[src/rtl/encoder_pkg.sv]
// Shared widths, FSM encoding and small helpers for the 8-way round-robin arbiter.
// Both the arbiter and its priority encoder import this package.
package encoder_pkg;

    localparam int N_REQ  = 8;
    localparam int IDX_W  = 3;
    localparam int HOLD_W = 8;

    typedef enum logic {
        ST_IDLE  = 1'b0,
        ST_GRANT = 1'b1
    } arb_state_e;

    typedef logic [N_REQ-1:0]  req_t;
    typedef logic [IDX_W-1:0]  idx_t;
    typedef logic [HOLD_W-1:0] hold_t;

    // Bit s of v lands on bit 0, so the search can always start at the bottom.
    function automatic req_t rotate_right(input req_t v, input idx_t s);
        logic [2*N_REQ-1:0] dbl;
        dbl = {v, v} >> s;
        return dbl[N_REQ-1:0];
    endfunction

    function automatic req_t idx_to_onehot(input idx_t i);
        req_t r;
        r    = '0;
        r[i] = 1'b1;
        return r;
    endfunction

endpackage

[src/rtl/priority_encoder_8x3.sv]
// Combinational 8-to-3 priority encoder; the lowest set bit wins.
// valid is low and idx is zero when no input bit is set.
module priority_encoder_8x3
    import encoder_pkg::*;
(
    input  logic [N_REQ-1:0] in_vec,
    output logic [IDX_W-1:0] idx,
    output logic             valid
);

    // Walk downward so the last assignment comes from the lowest set bit.
    always_comb begin
        idx   = '0;
        valid = 1'b0;
        for (int i = N_REQ - 1; i >= 0; i--) begin
            if (in_vec[i]) begin
                idx   = IDX_W'(i);
                valid = 1'b1;
            end
        end
    end

endmodule

[src/rtl/rr_arbiter_8.sv]
// Eight-requester round-robin arbiter with a bounded hold time per grant.
// A grant is released by done, by the holder dropping its request, or by hold expiry.
//
// state    | meaning
// ---------+---------------------------------------------------------------
// ST_IDLE  | no grant held; arbitrate over req starting at ptr
// ST_GRANT | grant held by gnt_idx; hold counter runs until a release cause
module rr_arbiter_8
    import encoder_pkg::*;
#(
    parameter int HOLD_MAX = 15
) (
    input  logic             clk,
    input  logic             rst,
    input  logic [N_REQ-1:0] req,
    input  logic             done,
    output logic [N_REQ-1:0] gnt,
    output logic [IDX_W-1:0] gnt_idx,
    output logic             gnt_valid,
    output logic             timeout
);

    localparam hold_t HOLD_LAST = hold_t'(HOLD_MAX - 1);
    localparam hold_t HOLD_SAT  = '1;

    arb_state_e state_q, state_d;
    idx_t       ptr_q, ptr_d;
    hold_t      hold_q, hold_d;
    idx_t       gnt_idx_q, gnt_idx_d;
    req_t       gnt_q, gnt_d;
    logic       gnt_valid_q, gnt_valid_d;
    logic       timeout_q, timeout_d;

    req_t       req_rot;
    idx_t       enc_idx;
    logic       enc_valid;
    idx_t       sel_idx;
    logic       cur_req;
    logic       hold_expired;
    logic       grant_exit;

    assign req_rot = rotate_right(req, ptr_q);

    priority_encoder_8x3 u_prio_enc (
        .in_vec (req_rot),
        .idx    (enc_idx),
        .valid  (enc_valid)
    );

    // Undo the rotation; the 3-bit add wraps naturally.
    assign sel_idx      = enc_idx + ptr_q;
    assign cur_req      = req[gnt_idx_q];
    assign hold_expired = (hold_q == HOLD_LAST);
    assign grant_exit   = (state_q == ST_GRANT) && (done || !cur_req || hold_expired);

    always_ff @(posedge clk) begin
        if (rst) begin
            state_q     <= ST_IDLE;
            ptr_q       <= '0;
            hold_q      <= '0;
            gnt_idx_q   <= '0;
            gnt_q       <= '0;
            gnt_valid_q <= 1'b0;
            timeout_q   <= 1'b0;
        end else begin
            state_q     <= state_d;
            ptr_q       <= ptr_d;
            hold_q      <= hold_d;
            gnt_idx_q   <= gnt_idx_d;
            gnt_q       <= gnt_d;
            gnt_valid_q <= gnt_valid_d;
            timeout_q   <= timeout_d;
        end
    end

    always_comb begin
        state_d = state_q;
        case (state_q)
            ST_IDLE: begin
                if (enc_valid) begin
                    state_d = ST_GRANT;
                end
            end
            ST_GRANT: begin
                if (grant_exit) begin
                    state_d = ST_IDLE;
                end
            end
            default: state_d = ST_IDLE;
        endcase
    end

    always_comb begin
        ptr_d       = ptr_q;
        hold_d      = hold_q;
        gnt_idx_d   = gnt_idx_q;
        gnt_d       = gnt_q;
        gnt_valid_d = gnt_valid_q;
        timeout_d   = 1'b0;
        case (state_q)
            ST_IDLE: begin
                if (enc_valid) begin
                    gnt_idx_d   = sel_idx;
                    gnt_d       = idx_to_onehot(sel_idx);
                    gnt_valid_d = 1'b1;
                    hold_d      = '0;
                end
            end
            ST_GRANT: begin
                if (grant_exit) begin
                    ptr_d       = gnt_idx_q + 3'd1;
                    gnt_d       = '0;
                    gnt_valid_d = 1'b0;
                    // done wins over expiry; a dropped request is a plain release.
                    timeout_d   = hold_expired && !done && cur_req;
                end else if (hold_q != HOLD_SAT) begin
                    hold_d = hold_q + hold_t'(1);
                end
            end
            default: begin
                gnt_d       = '0;
                gnt_valid_d = 1'b0;
            end
        endcase
    end

    assign gnt       = gnt_q;
    assign gnt_idx   = gnt_idx_q;
    assign gnt_valid = gnt_valid_q;
    assign timeout   = timeout_q;

endmodule

[config.mk]
export PLATFORM = sky130hd
export DESIGN_NAME = rr_arbiter_8
export DESIGN_NICKNAME = d
export VERILOG_FILES = /design/src/rtl/encoder_pkg.sv /design/src/rtl/priority_encoder_8x3.sv /design/src/rtl/rr_arbiter_8.sv
export SDC_FILE = /design/constraint.sdc
export NUM_CORES = 1
export LEC_CHECK = 0
export CAP_MARGIN = 30
export CELL_PAD_IN_SITES_DETAIL_PLACEMENT = 2
export CELL_PAD_IN_SITES_GLOBAL_PLACEMENT = 2
export CORE_UTILIZATION = 31
export CTS_BUF_LIST = sky130_fd_sc_hd__clkbuf_8 sky130_fd_sc_hd__clkbuf_16
export CTS_CLUSTER_DIAMETER = 50
export DETAILED_ROUTE_END_ITERATION = 16
export PLACE_DENSITY = 0.76
export SKIP_CTS_REPAIR_TIMING = 1
export SLEW_MARGIN = 5
export SYNTH_ARGS = -nofsm -noshare
export SYNTH_HDL_FRONTEND = slang
export SYNTH_SLANG_ARGS = --single-unit
[constraint.sdc]
create_clock -name clk -period 3.36 [get_ports clk]
set_input_delay 0.672 -clock clk [delete_from_list [all_inputs] [get_ports clk]]
set_output_delay 0.672 -clock clk [all_outputs]
set_load 0.01 [all_outputs]
==> flow_summary.yaml, run 1 <==
floorplanning:
  start_util: 0.320
  core-area_um2: 6310
  design.die.area_um2: 6850
  rows: 29
  die_h_um: 82.7
  chipWidth_um: 82.7
  io_pins: 24
sta:
  fmax_mhz: 289
  slew_headroom: 0.351
  setup_viol_count_final: 8
  hold_ws_ns: 0.475
  fin_crit_ns: 3.46
  finalHoldViolCount: 0
  final_max_slew_viol_count: 0
  worst_pin_slew_ns: 0.965
  setup_ws_ns: -0.0990
  fin_crit_sh: 1.03
  skew_ns: 0.00667
grt:
  grt_overflow: 0
  grt_pass1_wl_um: 11300
  grt_usage: 0.222
  antenna_found_initial: 0
  grt_max_degree: 22
  grt_pass1_vias: 2220
final_layout:
  layout_common_cells: "buf_4 (48), nor2_1 (25), dfxtp_1 (24)"
  layout_commonest_cell: "buf_4"
  syn2layout_area_growth_pct: 39.9
  finish.utilization: 0.448
  fin_cells: 371
  n_antenna_cell: 0
  nets: 311
  drive_gt1_frac: 0.340
  stdcell_area_um2: 2830
hold_path:
  hp-class: "reg2reg"
  holdPathEnd: "gnt[1]"
  whs_path_depth: 1
  worstHoldStart: "gnt[1]"
pwr:
  leakagePower_nw: 1.09
  powerDensity_nw_per_um2: 441
  vdd_ir_drop_max_mv: 0.226
cts:
  htree_levels: 1
  cts_sinks: 25
  cts_buffers: 3
  clk_latency_ns: 0.27
  cts_tree: "built"
  clockBufferDepth: 2
  root_buffer: "clkbuf_8"
  cts.clk_slew.worst_paths_ns: 0.08
place:
  hpwl_um: 5590
  place_area_um2: 2620
  portBuffers: 23
  gp_congestion: 0.854
  placedCellCount: 367
run_status:
  status: "complete, but fails checks"
  failed_checks: "setup timing"
route:
  wl_per_cell_um: 21.0
  firstDrtPassIters: 4
  drt_wl_total_um: 7790
  viasPerCell: 5.75
  drtAntennaViolNets: 0
  num_vias: 2132
  drtIter0Drc: 117
  drc: 0
synth:
  ys_types: 49
  synth_area_um2: 2020
  synth_cells: 238
  async_flop_share: 0
  avgSynthCellArea_um2: 8.49
  synth_edf_count: 0
  synth_seq_cells: 25
  syn-num-nets: 254
  ys.flop_type: "dfxtp_1"
  yosys_warnings: 0
  ys_seq_area_frac: 0.248
worst_setup_path:
  cpMaxStageDelayCell: "mux4_2"
  path_delay_family: "compound AO/OA/AOI/OAI gates"
  worst-path-stages: 15
  path_cells: "dlymetal6s2s_1 -> mux4_2 -> a211oi_2 -> nor3_2 -> a21oi_2 -> a221oi_2 -> nor2_1 -> ha_1 -> inv_1 -> fa_2 -> xnor2_1 -> buf_4 -> buf_4 -> nand2b_4 -> a311oi_2"
  cp-startpoint: "req[6]"
  critPathRequiredTime_ns: 3.53
  arrival_ns: 3.63
  r2r_cells: 13
  cp-end-kind: "register"
  cp_num_buf_inv: 4
  worstSetupPathType: "in2reg"
  start_kind: "primary input"
  crit_top_cell: "buf_4"
  cpPeakStageDelay_ns: 0.52
  rrSetupSlack_ns: 0
  crit_path_max_fanout: 4
  r2r_end: "gnt[6]"
  rr_startpoint: "ptr_q[1]"
run:
  maxCapViolCount: 0
-- synthesized netlist by cell type (4+ instances only) --
cell type	instances	area share
nor2b_1	4	0.012
a21oi_1	17	0.042
a211oi_1	6	0.022
nand2_1	9	0.017
nor3_1	27	0.067
mux4_2	10	0.11
inv_1	8	0.015
nor3b_1	9	0.033
nor2_1	25	0.046
nor4_1	7	0.022
dfxtp_1	25	0.25
mux2i_1	4	0.020
nor3b_2	4	0.025
clkbuf_1	14	0.026
xor2_1	5	0.022
nand2b_1	4	0.012
ha_1	4	0.025
-- kinds of logic after synthesis --
family,count (synthesis),share of synthesized area
adders and majority gates,5,0.0347
buffers and inverters,28,0.0613
DFF,25,0.248
AOI/OAI and AO/OA,45,0.162
muxes,15,0.137
and+or+nand+nor,112,0.323
xor gates and xnor gates,8,0.0347
-- state kept, by name, indices dropped and copies added (netlist names) --
signal,count
gnt,8
gnt_idx,3
gnt_valid,1
hold_q,8
ptr_q,3
state_q,1
timeout,1
-- report_power, final --
group | switching [mW] | internal (mW) | leakage [nW]
logic | 0.354 | 0.345 | 0.854
clock network | 0.0978 | 0.0819 | 0.0269
registers | 0.0422 | 0.327 | 0.204
-- worst max path at each step --
stage	to
floorplan	gnt[6]
global placement	gnt[6]
detailed placement	gnt[6]
CTS	gnt[6]
global route	gnt[5]
finish	gnt[6]
-- area by class of cell --
class	instances	area [um2]
Tap cell	77	96.3
Clock inverter	1	3.75
Timing Repair Buffer	72	614
Fill cell	678	3490
Clock buffer	3	41.3
Sequential cell	25	504
Multi-Input combinational cell	185	1540
Inverter	8	30.0
-- metrics by stage --
step	setup WS [ns]	setup TNS [ns]	power, mW
3_5_place_dp	-0.840	-6.58	0.979
5_1_grt	-0.212	-1.62	1.32
4_1_cts	-0.542	-3.52	1.16
6_report	-0.0990	-0.474	1.25
3_3_place_gp	-0.648	-4.62	0.943
2_1_floorplan	0.0819	0	0.710
-- layer usage --
metal	vias up	wire, um	GRT usage
met5	-	0	0
met4	0	263	0.0621
li1	1005	-	-
met3	21	209	0.0363
met2	34	4030	0.405
met1	1072	3290	0.266
(Power assumes the default switching activity.)
==> run 2: changes to the inputs <==
CTS_CLUSTER_SIZE = 14   (was default)
==> results of run 2 <==
No change in the layout: final DEF, timing and power equal those of run 1.
